[config.mk]
export PLATFORM = sky130hd
export DESIGN_NAME = jump_field_encoder
export DESIGN_NICKNAME = d
export VERILOG_FILES = /design/src/rtl/jump_field_encoder.sv
export SDC_FILE = /design/constraint.sdc
export NUM_CORES = 1
export LEC_CHECK = 0
export BUFFER_PORTS_ARGS = -buffer_cell sky130_fd_sc_hd__buf_2
export CAP_MARGIN = 20
export CORE_UTILIZATION = 47
export CTS_CLUSTER_DIAMETER = 150
export DETAILED_ROUTE_END_ITERATION = 10
export PLACE_DENSITY = 0.79
export SYNTH_ARGS = -nofsm -noshare
export SYNTH_HDL_FRONTEND = slang
export SYNTH_SLANG_ARGS = --single-unit
[constraint.sdc]
create_clock -name clk -period 1.5 [get_ports clk]
set_input_delay 0.3 -clock clk [delete_from_list [all_inputs] [get_ports clk]]
set_output_delay 0.3 -clock clk [all_outputs]
set_load 0.005 [all_outputs]
[src/rtl/jump_field_encoder.sv]
// J/JAL encoder: absolute jump target + PC+4 -> 26-bit index and instruction word.
// Optional FAULT_COUNT_EN adds a saturating count of faulting responses.
module jump_field_encoder #(
  parameter logic [5:0] J_OPCODE   = 6'b000010,
  parameter logic [5:0] JAL_OPCODE = 6'b000011,
  parameter int         CNT_W      = 16
) (
  input  logic        clk,
  input  logic        reset,
  input  logic        req_valid,
  output logic        req_ready,
  input  logic [31:0] Target,
  input  logic [31:0] PC_4,
  input  logic        Link,
  output logic        resp_valid,
  input  logic        resp_ready,
  output logic [25:0] Jump_field,
  output logic [31:0] Instr,
  output logic        Exception,
  output logic [1:0]  Exc_cause
`ifdef FAULT_COUNT_EN
  ,
  output logic [CNT_W-1:0] Fault_count
`endif
);

  typedef enum logic [1:0] {
    IDLE,
    CHECK,
    RESP
  } state_t;

  state_t state, state_n;

  logic [31:0] tgt;
  logic [3:0]  pc_hi;
  logic        link_q;
  logic [1:0]  cause_c;

  // Only the region nibble of PC+4 matters; it is never alignment-checked.
  logic unused_pc;
  assign unused_pc = ^PC_4[27:0];

  always_ff @(posedge clk) begin
    if (reset) begin
      state <= IDLE;
    end else begin
      state <= state_n;
    end
  end

  always_comb begin
    state_n = state;
    unique case (state)
      IDLE:    if (req_valid) state_n = CHECK;
      CHECK:   state_n = RESP;
      RESP:    if (resp_ready) state_n = IDLE;
      default: state_n = IDLE;
    endcase
  end

  assign req_ready  = (state == IDLE) && !reset;
  assign resp_valid = (state == RESP);

  always_ff @(posedge clk) begin
    if (reset) begin
      tgt    <= '0;
      pc_hi  <= '0;
      link_q <= 1'b0;
    end else if (state == IDLE && req_valid) begin
      tgt    <= Target;
      pc_hi  <= PC_4[31:28];
      link_q <= Link;
    end
  end

  assign cause_c = {tgt[31:28] != pc_hi, tgt[1:0] != 2'b00};

  always_ff @(posedge clk) begin
    if (reset) begin
      Jump_field <= '0;
      Instr      <= '0;
      Exception  <= 1'b0;
      Exc_cause  <= 2'b00;
    end else if (state == CHECK) begin
      Exc_cause <= cause_c;
      Exception <= |cause_c;
      if (|cause_c) begin
        Jump_field <= '0;
        Instr      <= '0;
      end else begin
        Jump_field <= tgt[27:2];
        Instr      <= {link_q ? JAL_OPCODE : J_OPCODE, tgt[27:2]};
      end
    end
  end

`ifdef FAULT_COUNT_EN
  always_ff @(posedge clk) begin
    if (reset) begin
      Fault_count <= '0;
    end else if (state == RESP && resp_ready && Exception
                 && Fault_count != {CNT_W{1'b1}}) begin
      Fault_count <= Fault_count + 1'b1;
    end
  end
`else
  logic [CNT_W-1:0] unused_cnt;
  assign unused_cnt = '0;
`endif

endmodule

# Word-level counts from Yosys, hierarchy flattened
# Cells that the tools add are included.
op_classes:
  n_eq_ne: 5
  reduce_logical: 7
  mux: 6
ops:
  columns: ["operator", "count"]
  rows:
  - ["$mux W28", 1]
  - ["$mux W26", 1]
  - ["$pmux W2 S3", 1]
  - ["$mux W2", 2]
  - ["$ne A4 B4 Y1", 1]
  - ["$eq A2 B1 Y1 const B", 1]
  - ["$eq A2 B2 Y1 const B", 1]
  - ["$logic_and A1 B1 Y1", 2]
  - ["$logic_not A2 Y1", 1]
  - ["$ne A2 B1 Y1 const B", 1]
  - ["$ne A2 B2 Y1 const B", 1]
  - ["$reduce_and A2 Y1", 1]
  - ["$reduce_bool A2 Y1", 1]
  - ["$reduce_or A2 Y1", 1]
  - ["$logic_not A1 Y1", 1]
  - ["$mux W1", 1]
word_totals:
  output_inout_bits: 63
  regBits: 100

# Logic depth before layout (Yosys ltp)
# Gate-level depths: netlist of run 1.
logic_depth:
  word_depth: 3
  depth_mapped: 5
  ltp_nobuf: 3

# Worst setup path before layout of run 1
# OpenSTA, ideal clock, no wires.
synth_path:
  path_kind: "reg-to-reg"
  startpoint: "register state[1]"
  endpoint: "register pc_hi[3]"
  arrival_time_ps: 1266
  period_less_slack_ps: 1398
  required_ps: 1368
  stages_incl_launch_ff: 6
  setup_slack_ps: 102
  cell_sequence: "dfxtp_1 -> or3b_2 -> buf_2 -> buf_1 -> nand2_1 -> a21oi_1"
synth_between:
  elab_chain_cells: 2
synth_rtl:
  columns: ["item", "line", "source"]
  rows:
  - ["start: declaration", "33", "state_t state, state_n;"]
  - ["start signal: assignment", "48", "state <= state_n;"]
  - ["$logic_not A2 Y1", "70", "end else if (state == IDLE && req_valid) begin"]
  - ["$logic_and A1 B1 Y1", "70", null]
  - ["end signal: assignment", "72", "pc_hi <= PC_4[31:28];"]
  - ["end: declaration", "36", "logic [3:0] pc_hi;"]
# No other way between the ends.
# A chain may end at the register's enable or synchronous reset.

# Final worst setup path of run 1
layout_path:
  startpoint: "register state[1]"
  endpoint: "output port req_ready"
layout_between:
  elab_chain_cells: 2
layout_rtl:
  columns: ["item", "line", "source"]
  rows:
  - ["$logic_not A2 Y1", "62", "assign req_ready = (state == IDLE) && !reset;"]
  - ["$logic_and A1 B1 Y1", "62", null]
  - ["end: declaration", "11", "output logic req_ready,"]
# No other way between the ends.

==> metrics.cfg, run 1 <==
[setup_path]
reg2reg_depth = 4
arrival_ns = 1.11
crit_type = flop to primary output
r2r_end = Instr[26]
crit_required_ns = 1.20
r2r-start = state[1]
startpoint_type = flop
endpoint_kind = primary output
crit_path_start = state[1]
r2r_setup_slack_ns = 0.12
crit_fanout = 4

[clock_network]
clk_path_buf_depth = 2
numClockSinks = 70
cts_root_buf = clkbuf_8
ctsHtreeMaxLevel = 3
cts_buffers = 9
post-cts-setup-buffers = 0
clk_latency_ns = 0.33
cts_tree = built
clk_pin_slew_worst_paths_ns = 0.07

[die]
design.core.area_mm2 = 0.00631
dieWidth_um = 82.6
start_util_pct = 48.4
row_count = 29
dieArea_mm2 = 0.00682
die_h_um = 82.6
ios = 132

[grt]
grt_max_degree = 47
grt_pass1_wl_um = 9600
grt.overflow.total = 0
antenna_found_initial = 0
grt_pass1_vias = 2101
grt_usage_pct = 19.0

[place]
port-buffer-count = 99
gp_congestion = 0.743
hpwl_um = 4330
place_area_mm2 = 0.00345

[yosys]
syn_inst = 343
netlist_area_mm2 = 0.00305
ys_ff_latch = 70
seq_area_frac_synth_pct = 45.9
synth.distinct_cells = 24
yosysWarnings = 0
synth_area_per_cell_um2 = 8.90

[sta]
max_freq_mhz = 707
finalCriticalPeriod_ns = 1.41
setup_viol = 0
hold_viol_final = 0
tns_ns = 0
fin_skew_ns = 0.00920
slew_violations = 0
rsz0062_at_grt = no
fin_crit_sh_pct = 94.3

[layout]
layout_commonest_cell = buf_2
final_area_mm2 = 0.00367
fin_nets = 484
drive_gt1_share_pct = 36.2
antenna_cells = 0
n_fill_cell = 581
areaGrowthSynthToFinish_pct = 20.2
mostFrequentLayoutCells = buf_2 (99), nand2_1 (74), dfxtp_1 (68)

[route]
ant_nets = 0
dr.pass1.iters = 4
first_iter_violations = 128
vias = 2429
wl_um = 6360
viasPerCell = 4.89
wl_per_cell_um = 12.8
drc_errors = 0

[hold_path]
min_from = Target[24]
hold_end = tgt[24]
whs_path_depth = 3
hp-class = input port to flop

[pwr]
p_leak_nw = 1.58
p_int_mw = 2.98
p_seq_share_pct = 49.6
power_density_mw_per_mm2 = 1090
swShare_pct = 25.7
clkPwrFrac_pct = 36.9
irDropWorstVdd_uv = 607
p_comb_share_pct = 13.5
p_sw_mw = 1.03

[flow_run]
max_cap_viol_count = 0

[status]
run_status = completed

## what timing repair did
| action | in CTS | in global routing |
|---|---|---|
| endpoints found under the setup margin | 1 | 2 |
| hold buffers | 0 | 0 |
| pin swaps | 0 | 1 |
| resized for setup | 1 | 6 |
## logic make-up after synthesis
kind of cell | share of synthesized area (%)
simple gates | 24.8
flops | 45.9
compound gates | 16.9
buf+inv | 11.2
xor+xnor | 1.15
other cells | 0.123
## flip-flops by register name (all words and copies together) (netlist names)
signal,cells
state,2
Instr,3
tgt,32
link_q,1
Exception,1
Jump_field,25
Exc_cause,2
pc_hi,4
## worst max-delay path by stage
stage	end	slack [ns]	cells past startpoint
global placement	tgt[30]	0.12	5
CTS	resp_valid	0.01	3
floorplan	pc_hi[3]	0.10	5
detailed placement	tgt[28]	0.1	5
finish	req_ready	0.09	3
global route	req_ready	0.006	3
## layer usage
metal,wire [um],track usage [%],up-vias
li1,-,-,1265
met1,2840,22.8,1081
met2,3010,31.0,74
met3,415,6.04,9
met4,99,8.45,0
met5,0,0,-
## synth_stat cells
library cell  number  area, um^2
dfxtp_1           70        1400
nand3b_1          28         210
a211oi_1           2        15.0
o31ai_1            8        60.1
nor2_1             3        11.3
xnor2_1            4        35.0
nand4_1            1        6.26
buf_1              3        11.3
buf_4             31         233
o31ai_2           20         250
or3b_2             1        8.76
clkbuf_1          16        60.1
nor2b_1            2        12.5
nor3_1             3        15.0
a21oi_1           38         190
nor3b_2            1        12.5
or3_1              1        6.26
conb_1             1        3.75
buf_2              3        15.0
buf_6              2        22.5
nand2b_1          29         181
and2_1             1        6.26
nand2_1           74         278
and4_1             1        8.76
## area by class of cell
class,instances,area (um^2),area share (%)
multi-input combinational,221,1350,36.7
tap,77,96.3,2.63
sequential,70,1400,38.3
clock buffer,13,149,4.06
clock inverter,3,43.8,1.19
timing repair buffer,113,629,17.1
## worst max-delay path: stages, from the launching register on
cell	delay, ns
dfxtp_2	0.33
buf_4	0.15
nor3_4	0.15
buf_2	0.15
## power groups by stage
stage               Clock [mW]  Combinational, mW  Sequential [mW]
floorplan                    0              0.352             2.02
global placement             0              0.527             2.02
detailed placement           0              0.538             2.03
CTS                       1.52              0.540             1.98
global route              1.60              0.599             2.00
finish                    1.48              0.542             1.99
## per-stage QoR
stage	power, mW	util [%]	hold slack, ns	setup slack, ns	cells
floorplan	2.37	-	0.422	0.102	346
global placement	2.55	54.7	0.443	0.122	481
detailed placement	2.57	54.7	0.447	0.0963	481
CTS	4.05	57.8	0.179	0.0117	497
global route	4.20	58.1	0.179	0.00560	497
finish	4.01	58.1	0.195	0.0858	497
(Power assumes the default switching activity.)
==> run 2: changes to the inputs <==
Settings changed: ABC_AREA set to 1, CORE_UTILIZATION 47 to 46.
==> metrics.cfg, run 2 <==
[status]
run_status = completed  ; unchanged

[die]
ios = 132  ; unchanged
dieWidth_um = 80.6  ; was 82.6 um
dieArea_mm2 = 0.00650  ; was 0.00682 mm^2
row_count = 28  ; was 29
design.core.area_mm2 = 0.00596  ; was 0.00631 mm^2
die_h_um = 80.6  ; was 82.6 um
start_util_pct = 47.7  ; was 48.4%

[hold_path]
hp-class = input port to flop  ; unchanged

[setup_path]
slowest_stage = dfxtp_1  ; was dfxtp_2
max_stage_delay_ns = 0.31  ; was 0.33 ns
path_buf_inv = 1  ; was 2
crit_required_ns = 1.76  ; was 1.20 ns
crit_type = flop to flop  ; was flop to primary output
endpoint_kind = flop  ; was primary output
path_delay_family = simple AND/OR/NAND/NOR gates  ; was flip-flops
startpoint_type = flop  ; unchanged
path_cells = or2_4 > nor2_4 > buf_4 > nand4_1 > a21oi_1  ; was buf_4 > nor3_4 > buf_2
crit_fanout = 10  ; was 4
arrival_ns = 1.61  ; was 1.11 ns

[layout]
layout_commonest_cell = buf_2  ; unchanged
multi_input_area_mm2 = 0.00102  ; was 0.00135 mm^2
fin_nets = 496  ; was 484
largest_reg_flops = 32  ; unchanged
reg.largest.list = tgt (32), Jump_field (25), pc_hi (4)  ; unchanged
areaGrowthSynthToFinish_pct = 18.1  ; was 20.2%
drive_gt1_share_pct = 30.6  ; was 36.2%
fin_util_pct = 56.4  ; was 58.1%
antenna_cells = 0  ; unchanged
mostFrequentLayoutCells = buf_2 (99), dfxtp_1 (70), nor2_1 (62)  ; was buf_2 (99), nand2_1 (74), dfxtp_1 (68)
n_fill_cell = 573  ; was 581
largest-register = tgt  ; unchanged
ff_latch_area_mm2 = 0.00140  ; about the same

[clock_network]
cts-resized-gates = 0  ; was 1
clk_pin_slew_worst_paths_ns = 0.08  ; was 0.07 ns
clk_path_buf_depth = 2  ; unchanged
ctsHoldBuffers = 0  ; unchanged
numClockSinks = 70  ; unchanged
cts_buffers = 9  ; unchanged
cts_root_buf = clkbuf_8  ; unchanged
cts_tree = built  ; unchanged
ctsHtreeMaxLevel = 3  ; unchanged
post-cts-setup-buffers = 0  ; unchanged
clk_latency_ns = 0.33  ; about the same

[pwr]
p_leak_nw = 1.57  ; was 1.58 nW
irDropWorstVdd_uv = 699  ; was 607 uV
power_density_mw_per_mm2 = 1150  ; was 1090 mW/mm^2
power_mw = 3.85  ; was 4.01 mW

[yosys]
ys_ff_latch = 70  ; unchanged
yosysWarnings = 0  ; unchanged
synth_area_leaders = dfxtp_1 (49%), buf_4 (8.7%), nor2_1 (8.5%)  ; was dfxtp_1 (46%), nand2_1 (9.1%), o31ai_2 (8.2%)
ys_async_sr_fraction_pct = 0  ; unchanged
synth.largest_area_cell = dfxtp_1  ; unchanged
dominantRegCellSynth = dfxtp_1  ; unchanged
synth_edf_count = 0  ; unchanged
netlist_area_mm2 = 0.00284  ; was 0.00305 mm^2
synth.top_cell.area_share_pct = 49.3  ; was 45.9%
yosysMostFrequentCell = dfxtp_1  ; was nand2_1
syn_inst = 359  ; was 343
ys_top_cells_by_count = dfxtp_1 (70), nor2_1 (64), nand2_1 (43)  ; was nand2_1 (74), dfxtp_1 (70), a21oi_1 (38)
synth_area_per_cell_um2 = 7.91  ; was 8.90 um^2
synth.distinct_cells = 20  ; was 24
seq_area_frac_synth_pct = 49.3  ; was 45.9%

[route]
vias = 2462  ; was 2429
wl_um = 6150  ; was 6360 um
ant_nets = 0  ; unchanged
dr.pass1.iters = 4  ; unchanged
viasPerCell = 4.86  ; was 4.89
wl_per_cell_um = 12.1  ; was 12.8 um
drc_errors = 0  ; unchanged
first_iter_violations = 105  ; was 128

[sta]
setup_viol = 0  ; unchanged
tns_ns = 0  ; unchanged
fin_crit_sh_pct = 90.1  ; was 94.3%
finalCriticalPeriod_ns = 1.35  ; was 1.41 ns
fin_skew_ns = 0.00930  ; was 0.00920 ns
slew_violations = 0  ; unchanged
max_freq_mhz = 740  ; was 707 MHz
rsz0062_at_grt = no  ; unchanged
hold_viol_final = 0  ; unchanged

[grt]
grt_usage_pct = 20.3  ; was 19.0%
grt_pass1_wl_um = 9880  ; was 9600 um
grt_pass1_vias = 2237  ; was 2101
antenna_found_initial = 0  ; unchanged
grt.overflow.total = 0  ; unchanged
grt_max_degree = 41  ; was 47

[place]
gp_congestion = 0.727  ; was 0.743
hpwl_um = 4210  ; was 4330 um
port-buffer-count = 99  ; unchanged

[flow_run]
max_cap_viol_count = 0  ; unchanged

run 2: cell count changes after synthesis, sizes merged, moves of 6 or more:
cell,change
nand2b,-29
clkbuf,-6
o21ai,+38
o31ai,-28
buf,+8
nand2,-31
nor2,+62
nand4,+26
inv,+15
nand3b,-28
run 2: path summary, 6_finish.rpt:
check / end / cells after the start / slack (ns) / start
min reg2reg: Instr[26] / 2 / 0.47 / Instr[26]
max: Jump_field[23] / 5 / 0.15 / tgt[0]
max reg2reg: Jump_field[23] / 5 / 0.15 / tgt[0]
min: tgt[26] / 3 / 0.20 / Target[26]
run 2: cells by family after synthesis:
logic type      count (synthesis)  share of synthesized area [%]
simple gates                  139                           21.3
compound gates                 77                           13.7
buf+inv                        72                           15.5
flops                          70                           49.3
other cells                     1                          0.132
run 2: power by group:
group          leakage (nW)  internal [mW]  total (mW)  switching (mW)
logic                 0.916          0.218       0.557           0.340
clock network        0.0820          0.593        1.28           0.682
registers             0.574           1.97        2.02          0.0558
total                  1.57           2.78        3.85            1.08
run 2: metrics by stage:
step                      instances  setup slack [ns]  cell area [um^2]  hold slack [ns]
final                           507             0.148              3360            0.203
after CTS                       507             0.143              3360            0.197
after floorplan                 362             0.379              2850            0.437
after global placement          491             0.193              3190            0.446
after global routing            507            0.0209              3360            0.201
after detailed placement        491             0.159              3190            0.458
run 2: layout make-up:
type / instances / share of cell area (%)
repair buffers: 111 / 18.6
well taps: 75 / 2.80
clock buffers: 10 / 3.80
flip-flops and latches: 70 / 41.7
clock inverters: 6 / 1.16
multi-input cells: 220 / 30.3
inverters: 15 / 1.68
run 2: metal layers:
metal | wire length, um | global-route usage [%] | part of all wire (%) | vias up
li1 | - | - | - | 1279
met1 | 2800 | 24.4 | 46 | 1085
met2 | 2920 | 33.4 | 47 | 85
met3 | 279 | 3.30 | 4.5 | 13
met4 | 153 | 13.0 | 2.5 | 0
met5 | 0 | 0 | 0 | -
run 2: tightest hold or removal path: stages:
cell	delay, ns
buf_2	0.08
o21ai_1	0.06
nor2_1	0.07
==> run 3: changes to the inputs <==
Settings changed: CORE_UTILIZATION 46 to 48, CTS_BUF_LIST set to sky130_fd_sc_hd__clkbuf_8, PLACE_DENSITY 0.79 to 0.82.
==> metrics.cfg, run 3 (synthesized netlist as in run 2, its figures left out) <==
[clock_network]
clk_pin_slew_worst_paths_ns = 0.07  ; was 0.08 ns
ctsHtreeMaxLevel = 3  ; unchanged
cts_tree = built  ; unchanged
post-cts-setup-buffers = 0  ; unchanged
cts_root_buf = clkbuf_8  ; unchanged
numClockSinks = 70  ; unchanged
cts_buffers = 9  ; unchanged
clk_path_buf_depth = 2  ; unchanged
clk_latency_ns = 0.33  ; about the same

[layout]
largest_reg_flops = 32  ; unchanged
layout_commonest_cell = buf_2  ; unchanged
fin_nets = 495  ; was 496
fin_util_pct = 60.3  ; was 56.4%
final_area_mm2 = 0.00338  ; was 0.00336 mm^2
reg.largest.list = tgt (32), Jump_field (25), pc_hi (4)  ; unchanged
largest-register = tgt  ; unchanged
mostFrequentLayoutCells = buf_2 (99), dfxtp_1 (70), nor2_1 (62)  ; unchanged
n_fill_cell = 557  ; was 573
drive_gt1_share_pct = 30.6  ; about the same
ff_latch_area_mm2 = 0.00140  ; unchanged
final_cells = 503  ; was 507
multi_input_area_mm2 = 0.00102  ; unchanged
areaGrowthSynthToFinish_pct = 19.0  ; was 18.1%
antenna_cells = 0  ; unchanged

[grt]
grt.overflow.total = 0  ; unchanged
grt_max_degree = 41  ; unchanged
grt_pass1_vias = 2365  ; was 2237
grt_pass1_wl_um = 10300  ; was 9880 um
grt_usage_pct = 21.3  ; was 20.3%
antenna_found_initial = 0  ; unchanged

[sta]
hold_viol_final = 0  ; unchanged
max_freq_mhz = 719  ; was 740 MHz
tns_ns = 0  ; unchanged
setup_viol = 0  ; unchanged
fin_skew_ns = 0.00665  ; was 0.00930 ns
fin_crit_sh_pct = 92.7  ; was 90.1%
rsz0062_at_grt = no  ; unchanged
slew_violations = 0  ; unchanged
finalCriticalPeriod_ns = 1.39  ; was 1.35 ns

[place]
gp_congestion = 0.732  ; was 0.727
port-buffer-count = 99  ; unchanged
place_area_mm2 = 0.00319  ; about the same
dp.cells = 487  ; was 491
hpwl_um = 4210  ; about the same

[hold_path]
whs_path_depth = 3  ; unchanged
hp-class = input port to flop  ; unchanged

[setup_path]
arrival_ns = 1.63  ; was 1.61 ns
crit_fanout = 16  ; was 10
crit_required_ns = 1.74  ; was 1.76 ns
max_stage_delay_ns = 0.31  ; about the same
path_cells = or2_4 > nor2_4 > buf_12 > nand4_1 > a21oi_1  ; was or2_4 > nor2_4 > buf_4 > nand4_1 > a21oi_1
path_buf_inv = 1  ; unchanged
crit_type = flop to flop  ; unchanged
endpoint_kind = flop  ; unchanged
reg2reg_depth = 5  ; unchanged
startpoint_type = flop  ; unchanged
slowest_stage = dfxtp_1  ; unchanged
crit_cells = 5  ; unchanged
path_delay_family = simple AND/OR/NAND/NOR gates  ; unchanged

[die]
dieArea_mm2 = 0.00623  ; was 0.00650 mm^2
start_util_pct = 50.7  ; was 47.7%
die_h_um = 78.9  ; was 80.6 um
dieWidth_um = 78.9  ; was 80.6 um
ios = 132  ; unchanged
design.core.area_mm2 = 0.00561  ; was 0.00596 mm^2
row_count = 27  ; was 28

[route]
dr.pass1.iters = 4  ; unchanged
ant_nets = 0  ; unchanged
wl_per_cell_um = 12.5  ; was 12.1 um
vias = 2508  ; was 2462
drc_errors = 0  ; unchanged
viasPerCell = 4.99  ; was 4.86
wl_um = 6280  ; was 6150 um
first_iter_violations = 96  ; was 105

[pwr]
p_leak_nw = 1.59  ; was 1.57 nW
power_density_mw_per_mm2 = 1170  ; was 1150 mW/mm^2
irDropWorstVdd_uv = 477  ; was 699 uV

[status]
run_status = completed  ; unchanged

[flow_run]
max_cap_viol_count = 0  ; unchanged

==> run 3: cell count changes in the layout (fill, tap and decap cells not counted), sizes merged <==
cell / previous run / this run
clkbuf: 10 / 12
buf: 111 / 110
clkinvlp: 2 / 0
==> run 3: per-stage QoR <==
| step | setup WS (ns) | power [mW] | hold slack, ns |
|---|---|---|---|
| after floorplan | 0.379 | 2.45 | 0.437 |
| after global placement | 0.192 | 2.61 | 0.443 |
| after detailed placement | 0.128 | 2.63 | 0.457 |
| after CTS | 0.102 | 4.00 | 0.190 |
| after global routing | 0.00630 | 4.17 | 0.206 |
| final | 0.109 | 3.97 | 0.196 |
==> run 3: what timing repair did <==
item,CTS,global route
resized for setup,0,1
endpoints found under the setup margin,0,4
hold endpoints to repair,0,0
hold buffers,0,0
==> run 3: layout make-up <==
type                    count  share of cell area, %
repair buffers            110                   18.7
inverters                  15                   1.67
multi-input cells         220                   30.1
well taps                  72                   2.66
flip-flops and latches     70                   41.5
clock buffers              12                   4.89
clock inverters             4                  0.592
==> run 3: worst min-delay path: cells and delay by family <==
kind,cells,cell delay [ns]
buffers and inverters,1,0.07
AOI/OAI and AO/OA,1,0.05
and+or+nand+nor,1,0.07
==> run 3: metal layers <==
layer,vias to the layer above,wire (um),GRT usage (%)
li1,1282,-,-
met1,1113,2720,24.2
met2,97,3060,37.6
met3,16,334,2.87
met4,0,166,13.5
met5,-,0,0
==> run 3: final timing paths <==
kind              startpoint             to  slack, ns
hold / removal    Target[21]        tgt[21]       0.20
hold reg to reg      tgt[30]        tgt[30]       0.47
setup reg to reg      tgt[0]  Jump_field[5]       0.11
setup / recovery      tgt[0]  Jump_field[5]       0.11
==> run 3: where the power goes <==
group | leakage, nW | total (mW) | internal (mW) | switching, mW
sequential | 0.574 | 2.02 | 1.97 | 0.0569
combinational | 0.914 | 0.567 | 0.221 | 0.346
clock | 0.102 | 1.38 | 0.724 | 0.658
total | 1.59 | 3.97 | 2.91 | 1.06
